<file path="config.mk">
export PLATFORM = sky130hd
export DESIGN_NAME = adder_pipe
export DESIGN_NICKNAME = d
export VERILOG_FILES = /design/src/rtl/adder_pipe_pkg.sv /design/src/rtl/adder_pipe_stage.sv /design/src/rtl/adder_pipe.sv
export SDC_FILE = /design/constraint.sdc
export NUM_CORES = 1
export LEC_CHECK = 0
export ABC_AREA = 1
export CAP_MARGIN = 20
export CORE_UTILIZATION = 49
export DETAILED_ROUTE_END_ITERATION = 6
export PLACE_DENSITY = 0.77
export SLEW_MARGIN = 20
export SYNTH_ARGS = -nofsm -noshare
export SYNTH_HDL_FRONTEND = slang
export SYNTH_HIERARCHICAL = 1
export SYNTH_SLANG_ARGS = --single-unit
export TNS_END_PERCENT = 50
</file>
<file path="constraint.sdc">
create_clock -name clk_i -period 1.9 [get_ports clk_i]
set_input_delay 0.57 -clock clk_i [delete_from_list [all_inputs] [get_ports clk_i]]
set_output_delay 0.57 -clock clk_i [all_outputs]
set_load 0.01 [all_outputs]
</file>
<file path="src/rtl/adder_pipe_pkg.sv">
// Shared types and helpers for the pipelined multi-lane add/subtract unit.
// The lane result struct carries the flag/value split used by both wrap and saturate modes.
package adder_pipe_pkg;

  localparam logic OP_ADD = 1'b0;
  localparam logic OP_SUB = 1'b1;

  // Widest lane the result struct can describe; wider builds are rejected at elaboration.
  localparam int unsigned MAX_DATA_WIDTH = 64;

  typedef struct packed {
    logic                      flag;
    logic [MAX_DATA_WIDTH-1:0] value;
  } lane_result_t;

  // Turns the final carry of a lane into carry/borrow and, if enabled, clamps the value.
  function automatic lane_result_t resolve_lane(
    input logic                      sub,
    input logic                      carry,
    input logic [MAX_DATA_WIDTH-1:0] value,
    input int unsigned               width,
    input bit                        saturate
  );
    lane_result_t r;
    r.flag  = (sub == OP_SUB) ? ~carry : carry;
    r.value = value;
    if (saturate && r.flag) begin
      r.value = (sub == OP_SUB) ? '0 : ({MAX_DATA_WIDTH{1'b1}} >> (MAX_DATA_WIDTH - width));
    end
    return r;
  endfunction

endpackage

</file>
<file path="src/rtl/adder_pipe_stage.sv">
// One pipeline slot: computes chunk IDX of every lane from the carry of the previous slot
// and carries the operands forward for the remaining chunks.
module adder_pipe_stage
  import adder_pipe_pkg::*;
#(
  parameter int unsigned DATA_WIDTH = 6,
  parameter int unsigned LANES      = 1,
  parameter int unsigned STAGES     = 2,
  parameter int unsigned IDX        = 0,
  parameter bit          SATURATE   = 1'b0
) (
  input  logic                        clk_i,
  input  logic                        rst_i,
  input  logic                        up_valid,
  input  logic                        up_sub,
  input  logic [LANES*DATA_WIDTH-1:0] up_a,
  input  logic [LANES*DATA_WIDTH-1:0] up_b,
  input  logic [LANES*DATA_WIDTH-1:0] up_res,
  input  logic [LANES-1:0]            up_carry,
  input  logic                        down_ready,
  output logic                        ready,
  output logic                        valid,
  output logic                        sub,
  output logic [LANES*DATA_WIDTH-1:0] a,
  output logic [LANES*DATA_WIDTH-1:0] b,
  output logic [LANES*DATA_WIDTH-1:0] res,
  output logic [LANES-1:0]            carry
);

  localparam int unsigned CW      = DATA_WIDTH / STAGES;
  localparam bit          IS_LAST = (IDX == STAGES - 1);

  logic [CW-1:0]               a_chunk;
  logic [CW-1:0]               b_chunk;
  logic [CW-1:0]               sum_chunk;
  logic                        cin;
  logic                        cout;
  logic [LANES*DATA_WIDTH-1:0] nxt_res;
  logic [LANES-1:0]            nxt_carry;
  logic [MAX_DATA_WIDTH-1:0]   lane_ext;
  lane_result_t                lane_r;

  always_comb begin
    // NOTE: every signal written here gets a default first, so no path can infer a latch.
    nxt_res   = up_res;
    nxt_carry = '0;
    a_chunk   = '0;
    b_chunk   = '0;
    sum_chunk = '0;
    cin       = 1'b0;
    cout      = 1'b0;
    lane_ext  = '0;
    lane_r    = '0;
    for (int l = 0; l < LANES; l++) begin
      a_chunk = up_a[l*DATA_WIDTH + IDX*CW +: CW];
      b_chunk = up_b[l*DATA_WIDTH + IDX*CW +: CW] ^ {CW{up_sub}};
      cin     = (IDX == 0) ? up_sub : up_carry[l];
      {cout, sum_chunk} = {1'b0, a_chunk} + {1'b0, b_chunk} + {{CW{1'b0}}, cin};
      nxt_res[l*DATA_WIDTH + IDX*CW +: CW] = sum_chunk;
      // The last slot owns the full lane value, so the wrap/saturate decision lives here.
      if (IS_LAST) begin
        lane_ext                          = '0;
        lane_ext[DATA_WIDTH-1:0]          = nxt_res[l*DATA_WIDTH +: DATA_WIDTH];
        lane_r                            = resolve_lane(up_sub, cout, lane_ext, DATA_WIDTH, SATURATE);
        nxt_res[l*DATA_WIDTH +: DATA_WIDTH] = lane_r.value[DATA_WIDTH-1:0];
        nxt_carry[l]                      = lane_r.flag;
      end else begin
        nxt_carry[l] = cout;
      end
    end
  end

  logic unused_bits;
  assign unused_bits = ^{lane_r.value, up_carry};

  // Accept when empty or when the current occupant moves on this cycle.
  assign ready = ~valid | down_ready;

  always_ff @(posedge clk_i or posedge rst_i) begin
    if (rst_i) begin
      // NOTE: datapath registers are reset as well, so sum_o reads zero while rst_i is high.
      valid <= 1'b0;
      sub   <= 1'b0;
      a     <= '0;
      b     <= '0;
      res   <= '0;
      carry <= '0;
    end else if (ready) begin
      // NOTE: non-blocking, so every slot samples its neighbour's pre-edge value.
      valid <= up_valid;
      if (up_valid) begin
        sub   <= up_sub;
        a     <= up_a;
        b     <= up_b;
        res   <= nxt_res;
        carry <= nxt_carry;
      end
    end
  end

endmodule

</file>
<file path="src/rtl/adder_pipe.sv">
// Multi-lane pipelined unsigned add/subtract with valid/ready on both sides.
// Each lane is split into STAGES carry-chained chunks, one chunk per pipeline slot.
module adder_pipe
  import adder_pipe_pkg::*;
#(
  parameter int unsigned DATA_WIDTH = 6,
  parameter int unsigned LANES      = 1,
  parameter int unsigned STAGES     = 2,
  parameter int unsigned SATURATE   = 0
) (
  input  logic                            clk_i,
  input  logic                            rst_i,
  input  logic                            v_i,
  output logic                            ready_o,
  input  logic                            sub_i,
  input  logic [LANES*DATA_WIDTH-1:0]     a_i,
  input  logic [LANES*DATA_WIDTH-1:0]     b_i,
  output logic                            v_o,
  input  logic                            ready_i,
  output logic [LANES*(DATA_WIDTH+1)-1:0] sum_o
);

  localparam int unsigned LW = LANES * DATA_WIDTH;

  if (STAGES < 1) begin : g_bad_stages
    $error("adder_pipe: STAGES must be at least 1");
  end else if ((DATA_WIDTH % STAGES) != 0 || DATA_WIDTH > MAX_DATA_WIDTH) begin : g_bad_width
    $error("adder_pipe: DATA_WIDTH must be a multiple of STAGES and fit MAX_DATA_WIDTH");
  end

  logic             st_valid [STAGES];
  logic             st_ready [STAGES];
  logic             st_sub   [STAGES];
  logic [LW-1:0]    st_a     [STAGES];
  logic [LW-1:0]    st_b     [STAGES];
  logic [LW-1:0]    st_res   [STAGES];
  logic [LANES-1:0] st_carry [STAGES];

  for (genvar s = 0; s < STAGES; s++) begin : g_stage
    logic             up_valid;
    logic             up_sub;
    logic [LW-1:0]    up_a;
    logic [LW-1:0]    up_b;
    logic [LW-1:0]    up_res;
    logic [LANES-1:0] up_carry;
    logic             down_ready;

    if (s == 0) begin : g_first
      assign up_valid = v_i;
      assign up_sub   = sub_i;
      assign up_a     = a_i;
      assign up_b     = b_i;
      assign up_res   = '0;
      assign up_carry = '0;
    end else begin : g_chain
      assign up_valid = st_valid[s-1];
      assign up_sub   = st_sub[s-1];
      assign up_a     = st_a[s-1];
      assign up_b     = st_b[s-1];
      assign up_res   = st_res[s-1];
      assign up_carry = st_carry[s-1];
    end

    if (s == STAGES - 1) begin : g_tail
      assign down_ready = ready_i;
    end else begin : g_inner
      assign down_ready = st_ready[s+1];
    end

    adder_pipe_stage #(
      .DATA_WIDTH (DATA_WIDTH),
      .LANES      (LANES),
      .STAGES     (STAGES),
      .IDX        (s),
      .SATURATE   (SATURATE != 0)
    ) u_stage (
      .clk_i      (clk_i),
      .rst_i      (rst_i),
      .up_valid   (up_valid),
      .up_sub     (up_sub),
      .up_a       (up_a),
      .up_b       (up_b),
      .up_res     (up_res),
      .up_carry   (up_carry),
      .down_ready (down_ready),
      .ready      (st_ready[s]),
      .valid      (st_valid[s]),
      .sub        (st_sub[s]),
      .a          (st_a[s]),
      .b          (st_b[s]),
      .res        (st_res[s]),
      .carry      (st_carry[s])
    );
  end

  assign ready_o = st_ready[0];
  assign v_o     = st_valid[STAGES-1];

  always_comb begin
    sum_o = '0;
    for (int l = 0; l < LANES; l++) begin
      sum_o[l*(DATA_WIDTH+1) +: DATA_WIDTH+1] =
        {st_carry[STAGES-1][l], st_res[STAGES-1][l*DATA_WIDTH +: DATA_WIDTH]};
    end
  end

  // Operands and op select are no longer needed once the last chunk is done.
  logic unused_tail;
  assign unused_tail = ^{st_sub[STAGES-1], st_a[STAGES-1], st_b[STAGES-1]};

endmodule
</file>
==> Word level (Yosys, flattened, before mapping) <==
Cells that the tools add are included.
{ "word_totals": {"reg_bits": 26, "input_bits": 17, "out_inout_bits": 9, "elab_cells": 23} }
{ "classes": {"addsub": 4, "muxes": 1, "bitwise": 7, "n_reduce_logical": 2} }
{ "op_table": {"columns": ["cell", "n"], "rows": [
  ["$add A3 B3 Y4", 2],
  ["$add A4 B1 Y4", 2],
  ["$xor A3 B3 Y3", 2],
  ["$reduce_and A2 Y1", 2],
  ["$not A1 Y1", 3],
  ["$or A1 B1 Y1", 2],
  ["$mux W1", 1]
]} }

==> Depth between registers and ports, before layout <==
Gate-level depths: netlist (run 1).
{ "depth": {"word_depth": 5, "depth_mapped": 9, "mapped_depth_nobuf": 8} }

==> Hierarchy <==
The synthesis (run 1) kept the hierarchy.
{ "modules_own_cells": {"columns": ["mod", "instances", "cells_per_inst", "area_per_inst_um2", "seq_area_each_um2"], "rows": [
  ["adder_pipe_stage (g_stage[1].u_stage)", 1, 110, 1026.0, 525.5],
  ["adder_pipe_stage (g_stage[0].u_stage)", 1, 106, 938.4, 525.5],
  ["adder_pipe", 1, 1, 3.8, 0.0]
]} }

==> Worst setup path after synthesis (run 1) <==
No wires, ideal clock.
{ "synth_timing": {"path_kind": "register to register", "from": "register g_stage[0].u_stage.sub", "to": "register g_stage[1].u_stage.res[4]", "setup_ns": 0.117, "arrival_ns": 1.597, "required_ns": 1.783, "path_slack_ns": 0.187, "path_stages_with_launch": 8, "n_path_buf": 1, "period_less_slack_ns": 1.713, "path_cell_list": "dfrtp_1 clkbuf_2 xnor2_1 fa_1 inv_1 fa_1 nand2_1 nand2_1"} }
{ "synth_via": {"elab_chain_len": 3} }
{ "synth_rtl": {"columns": ["element", "line_no", "text"], "rows": [
  ["start, declared", "adder_pipe_stage.sv:23", "output logic sub,"],
  ["start signal, assigned", "adder_pipe_stage.sv:92", "sub <= up_sub;"],
  ["$xor A3 B3 Y3", "adder_pipe_stage.sv:56", "b_chunk = up_b[l*DATA_WIDTH + IDX*CW +: CW] ^ {CW{up_sub}};"],
  ["$add A3 B3 Y4", "adder_pipe_stage.sv:58", "{cout, sum_chunk} = {1'b0, a_chunk} + {1'b0, b_chunk} + {{CW{1'b0}}, cin};"],
  ["$add A4 B1 Y4", "adder_pipe_stage.sv:58", null],
  ["via g_stage[1].u_stage.lane_ext[4]", "adder_pipe_stage.sv:40", "logic [MAX_DATA_WIDTH-1:0] lane_ext;"],
  ["end signal, assigned", "adder_pipe_stage.sv:95", "res <= nxt_res;"],
  ["end, declared", "adder_pipe_stage.sv:26", "output logic [LANES*DATA_WIDTH-1:0] res,"]
]} }
The timed path passes the listed nets, and every way through them passes these cells.
A chain may end at the register's enable or synchronous reset.

==> Final worst setup path (run 1) <==
{ "layout_timing": {"from": "register g_stage[1].u_stage.valid", "to": "output port v_o"} }
{ "layout_rtl": {"columns": ["element", "line_no", "text"], "rows": [
  ["start, declared", "adder_pipe_stage.sv:22", "output logic valid,"],
  ["start signal, assigned", "adder_pipe_stage.sv:90", "valid <= up_valid;"],
  ["end, declared", "adder_pipe.sv:18", "output logic v_o,"]
]} }
No word-level cell between the ends.

==> results of run 1 <==
routing by layer:
metal,global-route usage [%],vias to the layer above,share of wire (%)
li1,-,451,-
met1,22.18,389,43
met2,32.44,28,51
met3,3.030,2,5.5
met4,9.259,0,0.52
met5,0,-,0
where the power goes:
part / total (µW) / leakage [µW] / switching, µW / internal (µW)
Combinational: 606 / 0.000512 / 293 / 314
Sequential: 607 / 0.000244 / 71.9 / 535
Clock: 243 / 0.0000210 / 126 / 117
Total: 1460 / 0.000777 / 491 / 966
area by class of cell:
class,instances,area (µm²),share of cell area [%]
clock buffers,4,36.28,2.483
inverters,16,67.56,4.623
multi-input cells,89,515.5,35.27
flip-flops and latches,20,500.5,34.25
well taps,28,35.03,2.397
repair buffers,32,306.5,20.98
through the flow:
stage | hold slack, ns | setup TNS, ns | setup slack [ns] | instance area [µm²]
final | 0.4924 | 0 | 0.08867 | 1461
after floorplan | 0.3857 | 0 | 0.1871 | 1157
after detailed placement | 0.4658 | -1.055 | -0.4969 | 1414
after global routing | 0.5277 | 0 | 0.03526 | 1461
after CTS | 0.4945 | 0 | 0.002565 | 1459
after global placement | 0.4621 | -0.9049 | -0.4972 | 1414
repair_timing:
action / in CTS / in global routing
gates resized for setup: 7 / 1
setup endpoints to repair: 1 / 1
buffers inserted: 1 / 0
registers in the layout (all words and copies together) (netlist names):
| signal | cells |
|---|---|
| g_stage.u_stage/b | 3 |
| g_stage.u_stage/res | 9 |
| g_stage.u_stage/a | 3 |
| g_stage.u_stage/carry | 2 |
| g_stage.u_stage/valid | 2 |
| g_stage.u_stage/sub | 1 |
worst max path at each step:
stage | to | slack [ns] | depth (start not counted)
2_1_floorplan | g_stage[1].u_stage/res[4]$_DFFE_PP0P_ | 0.19 | 7
5_1_grt | v_o | 0.04 | 1
6_report | v_o | 0.09 | 1
3_5_place_dp | ready_o | -0.50 | 6
4_1_cts | ready_o | 0.003 | 6
3_3_place_gp | ready_o | -0.50 | 6
cells in the final DEF (no fill, tap or decap), types with 3 or more instances in the layout:
cell type / count
buf_4: 7
clkbuf_4: 3
clkdlybuf4s50_1: 23
dfrtp_1: 20
fa_1: 3
ha_1: 4
inv_1: 12
inv_2: 3
nand2_1: 53
nand2_4: 3
nand3_1: 4
nor2_1: 5
xnor2_1: 3
xor2_1: 4
==> out/metrics.csv, run 1 <==
stage,metric,value,unit
outcome,outcome,completed,
timing,skew,0.0007237,ns
pwr,total_leakage_power,0.0007768,µW
hold_path,hold_end,g_stage[1].u_stage/res[2]$_DFFE_PP0P_,
clock_tree,hold_buffers,0,
synthesis,syn_area_per_cell,8.768,µm²
worst_setup_path,cpPeakStageDelay,0.55,ns
clock_tree,cts.sinks,20,
clock_tree,cts_made_buffers,3,
job,max-cap-violations,0,
finish,utilization,66.06,%
finish,nFillCells,207,
global_routing,grt_first_pass_wirelength,3553,µm
drt,drt-total-wl,1933,µm
worst_setup_path,path_max_fanout,2,
synthesis,synth_area,0.001157,mm²
worst_setup_path,r2r-start,g_stage[0].u_stage/b[3]$_DFFE_PP0P_,
floorplan,die_w,50.60,µm
worst_setup_path,slowest_stage,clkdlybuf4s50_1,
timing,setup_viol,0,
worst_setup_path,critPathTopFamily,buffers and inverters,
floorplan,die_h,50.60,µm
floorplan,die_area,0.002560,mm²
worst_setup_path,critPathLaunch,g_stage[1].u_stage/valid$_DFFE_PP0N_,
drt,vias_per_cell,4.603,
placement,dpl.cell_count,184,
drt,drt_iter0_markers,20,
pwr,total_power,1456,µW
worst_setup_path,rr_worst_depth,6,
worst_setup_path,critical_path_buf_inv_count,1,
finish,area_growth,26.27,%
timing,period_share,95.33,%
drt,routedWlPerCell,10.23,µm
synthesis,syn-num-nets,156,
floorplan,start_util,52.32,%
synthesis,synth_cells,132,
timing,max_slew_margin,68.03,%
drt,drc,0,
clock_tree,cts_root_buf,clkbuf_4,
global_routing,grt_pass1_vias,866,
worst_setup_path,cp-start-kind,register,
floorplan,core-area,0.002212,mm²
worst_setup_path,critPathCaptureType,output port,
timing,rsz0062_at_grt,no,
timing,fin_crit,1.811,ns
worst_setup_path,r2r_slack,0.14,ns
timing,maxSlewViolCount,0,
clock_tree,clk_latency,0.29,ns
timing,fmax,552.1,MHz
drt,first_pass_iters,4,
hold_path,hp-start,g_stage[0].u_stage/res[2]$_DFFE_PP0P_,
worst_setup_path,crit_chain,clkdlybuf4s50_1,
hold_path,hp-class,reg2reg,
placement,gp_congestion,0.7421,
timing,worst_pin_slew,0.4790,ns
synthesis,yosys_warnings,6,
floorplan,rows,17,
global_routing,antenna_found_initial,0,
clock_tree,clk_pin_slew,0.11,ns
pwr,powerDensity,996.6,mW/mm²
clock_tree,clock_path_buffers,2,
worst_setup_path,reg2reg_to,g_stage[1].u_stage/res[4]$_DFFE_PP0P_,
clock_tree,cts_tree,done,
worst_setup_path,required,1.33,ns
timing,finalHoldViolCount,0,
global_routing,grt-ovfl-total,0,
floorplan,io_pins,26,
pwr,ir_worst_vdd,0.0005496,V
finish,drive_above_1_share,14.29,%
worst_setup_path,crit_arrival,1.24,ns
placement,io_buffers,25,
global_routing,grt_max_degree,16,
finish,nNetsFinal,186,
clock_tree,cts_max_level,1,
finish,instances_no_fill,189,
placement,hpwl,1584,µm
global_routing,track_usage,18.69,%
drt,ant_nets,0,
hold_path,hold_depth,2,
finish,antenna_cells,0,
worst_setup_path,criticalPathCategory,reg2out,
drt,vias,870,
No activity file was read; power rests on OpenSTA's default activity.
==> run 2, diff against run 1 <==
- GPL_ROUTABILITY_DRIVEN: default -> 0
- GPL_TIMING_DRIVEN: default -> 0
- PLACE_DENSITY: 0.77 -> 0.83
==> out/metrics.csv, run 2 (synthesized netlist as in run 1, its figures left out) <==
stage,metric,value,unit
outcome,outcome,completed,
clock_tree,hold_buffers,0,
worst_setup_path,critPathCaptureType,register,
timing,fin_ws,0.06949,ns
global_routing,grt_pass1_vias,879,
drt,drt_iter0_markers,8,
timing,max_slew_margin,70.83,%
finish,drive_above_1_share,16.56,%
finish,largestRegisters,"g_stage.u_stage/res: 9 flops, g_stage.u_stage/a: 3 flops, g_stage.u_stage/b: 3 flops",
floorplan,die_area,0.002560,mm²
floorplan,io_pins,26,
placement,hpwl,1625,µm
timing,finalHoldViolCount,0,
pwr,powerDensity,985.6,mW/mm²
clock_tree,cts.sinks,20,
placement,preCtsSetupSlack,-0.5240,ns
drt,drc,0,
global_routing,grt-ovfl-total,0,
drt,top_layer,met4,
drt,routed-wl-met2,1079,µm
worst_setup_path,path_max_fanout,5,
timing,maxSlewViolCount,0,
timing,setup_viol,0,
placement,io_buffers,25,
drt,drt-total-wl,1974,µm
finish,area_growth,30.27,%
finish,layout_common_cells,"nand2_1 (53), clkdlybuf4s50_1 (22), dfrtp_1 (20), inv_1 (11), nor2_1 (5)",
floorplan,die_h,50.60,µm
clock_tree,clk_pin_slew,0.11,ns
hold_path,hp-class,reg2reg,
global_routing,grt_first_pass_wirelength,3470,µm
timing,skew,0.002538,ns
worst_setup_path,criticalPathCategory,reg2reg,
drt,routedWlPerCell,10.34,µm
timing,worst_pin_slew,0.4371,ns
drt,first_pass_iters,4,
worst_setup_path,required,2.10,ns
timing,fmax,546.3,MHz
finish,regMostFlops,g_stage.u_stage/res,
clock_tree,clock_path_buffers,2,
job,max-cap-violations,0,
drt,vias_per_cell,4.597,
pwr,total_power,1486,µW
global_routing,grt_max_degree,13,
worst_setup_path,cp-start-kind,register,
pwr,ir_worst_vdd,0.0005974,V
floorplan,core-area,0.002212,mm²
clock_tree,clk_latency,0.30,ns
floorplan,die_w,50.60,µm
global_routing,track_usage,18.43,%
clock_tree,cts_max_level,1,
finish,layout_commonest_cell,nand2_1,
clock_tree,cts_root_buf,clkbuf_4,
floorplan,rows,17,
drt,wl_met1,780,µm
pwr,total_leakage_power,0.0008064,µW
finish,nNetsFinal,188,
timing,fin_crit,1.831,ns
clock_tree,cts_tree,done,
timing,period_share,96.34,%
finish,largest_register_ff_count,9,
floorplan,start_util,52.32,%
global_routing,antenna_found_initial,0,
worst_setup_path,crit_arrival,2.03,ns
clock_tree,cts_made_buffers,3,
drt,wl_met3,91,µm
drt,vias,878,
drt,ant_nets,0,
finish,antenna_cells,0,
==> run 2: cell types whose count changed in the layout (fill, tap and decap cells not counted), sizes merged <==
cell           delta
dlymetal6s2s      +1
buf               +2
clkdlybuf4s50     -1
==> run 2: per-layer routing <==
layer  track usage [%]  vias to the layer above
met5                 0                        -
met4             8.333                        0
met3             3.939                        3
met2             34.22                       24
met1             19.65                      394
li1                  -                      457
==> run 2: final timing paths <==
kind                            slack [ns]  cells after the start                               endpoint                                   from
worst min-delay path                  0.49                      2  g_stage[1].u_stage/res[1]$_DFFE_PP0P_  g_stage[1].u_stage/res[1]$_DFFE_PP0P_
worst min register to register        0.49                      2  g_stage[1].u_stage/res[1]$_DFFE_PP0P_  g_stage[1].u_stage/res[1]$_DFFE_PP0P_
min in group asynchronous             0.53                      2  g_stage[1].u_stage/res[0]$_DFFE_PP0P_                                  rst_i
worst max register to register        0.07                      7  g_stage[1].u_stage/res[4]$_DFFE_PP0P_     g_stage[0].u_stage/sub$_DFFE_PP0P_
max in group asynchronous             1.01                      2    g_stage[0].u_stage/a[4]$_DFFE_PP0P_                                  rst_i
worst max-delay path                  0.07                      7  g_stage[1].u_stage/res[4]$_DFFE_PP0P_     g_stage[0].u_stage/sub$_DFFE_PP0P_
==> run 2: cell type report <==
type / instances / area [µm²]
Sequential cell: 20 / 500.5
Buffer: 7 / 73.82
Inverter: 16 / 67.56
Fill cell: 192 / 704.4
Tap cell: 28 / 35.03
Multi-Input combinational cell: 89 / 523.0
Timing Repair Buffer: 27 / 271.5
Clock buffer: 4 / 36.28
==> run 2: worst max-delay path: stages, from the launching register on <==
cell and delay (ns):
dfrtp_1 0.39, buf_2 0.17, xnor2_2 0.14, fa_1 0.40, inv_2 0.09, fa_1 0.41, nand2_1 0.08, nand2_1 0.05
==> run 2: repair_timing <==
item	in CTS	in global routing
setup endpoints to repair	1	4
gates cloned	0	0
gates resized for setup	7	5
buffers inserted	2	0
pin swaps	0	0
==> run 2: metrics by stage <==
stage | hold WS (ns) | cell area (µm²) | util [%] | setup TNS (ns) | std cells
final | 0.4897 | 1508 | 68.16 | 0 | 191
after global routing | 0.5151 | 1508 | 68.16 | -0.001972 | 191
after CTS | 0.4931 | 1495 | 67.59 | 0 | 191
after detailed placement | 0.4652 | 1443 | 65.21 | -1.117 | 185
after global placement | 0.4621 | 1443 | 65.21 | -0.8678 | 185
after floorplan | 0.3857 | 1157 | - | 0 | 132
==> run 2: report_power, final <==
group,leakage (µW),internal (µW),total (µW),switching (µW)
registers,0.000244,535,606,70.7
clock network,0.0000210,117,247,130
logic,0.000542,339,632,293
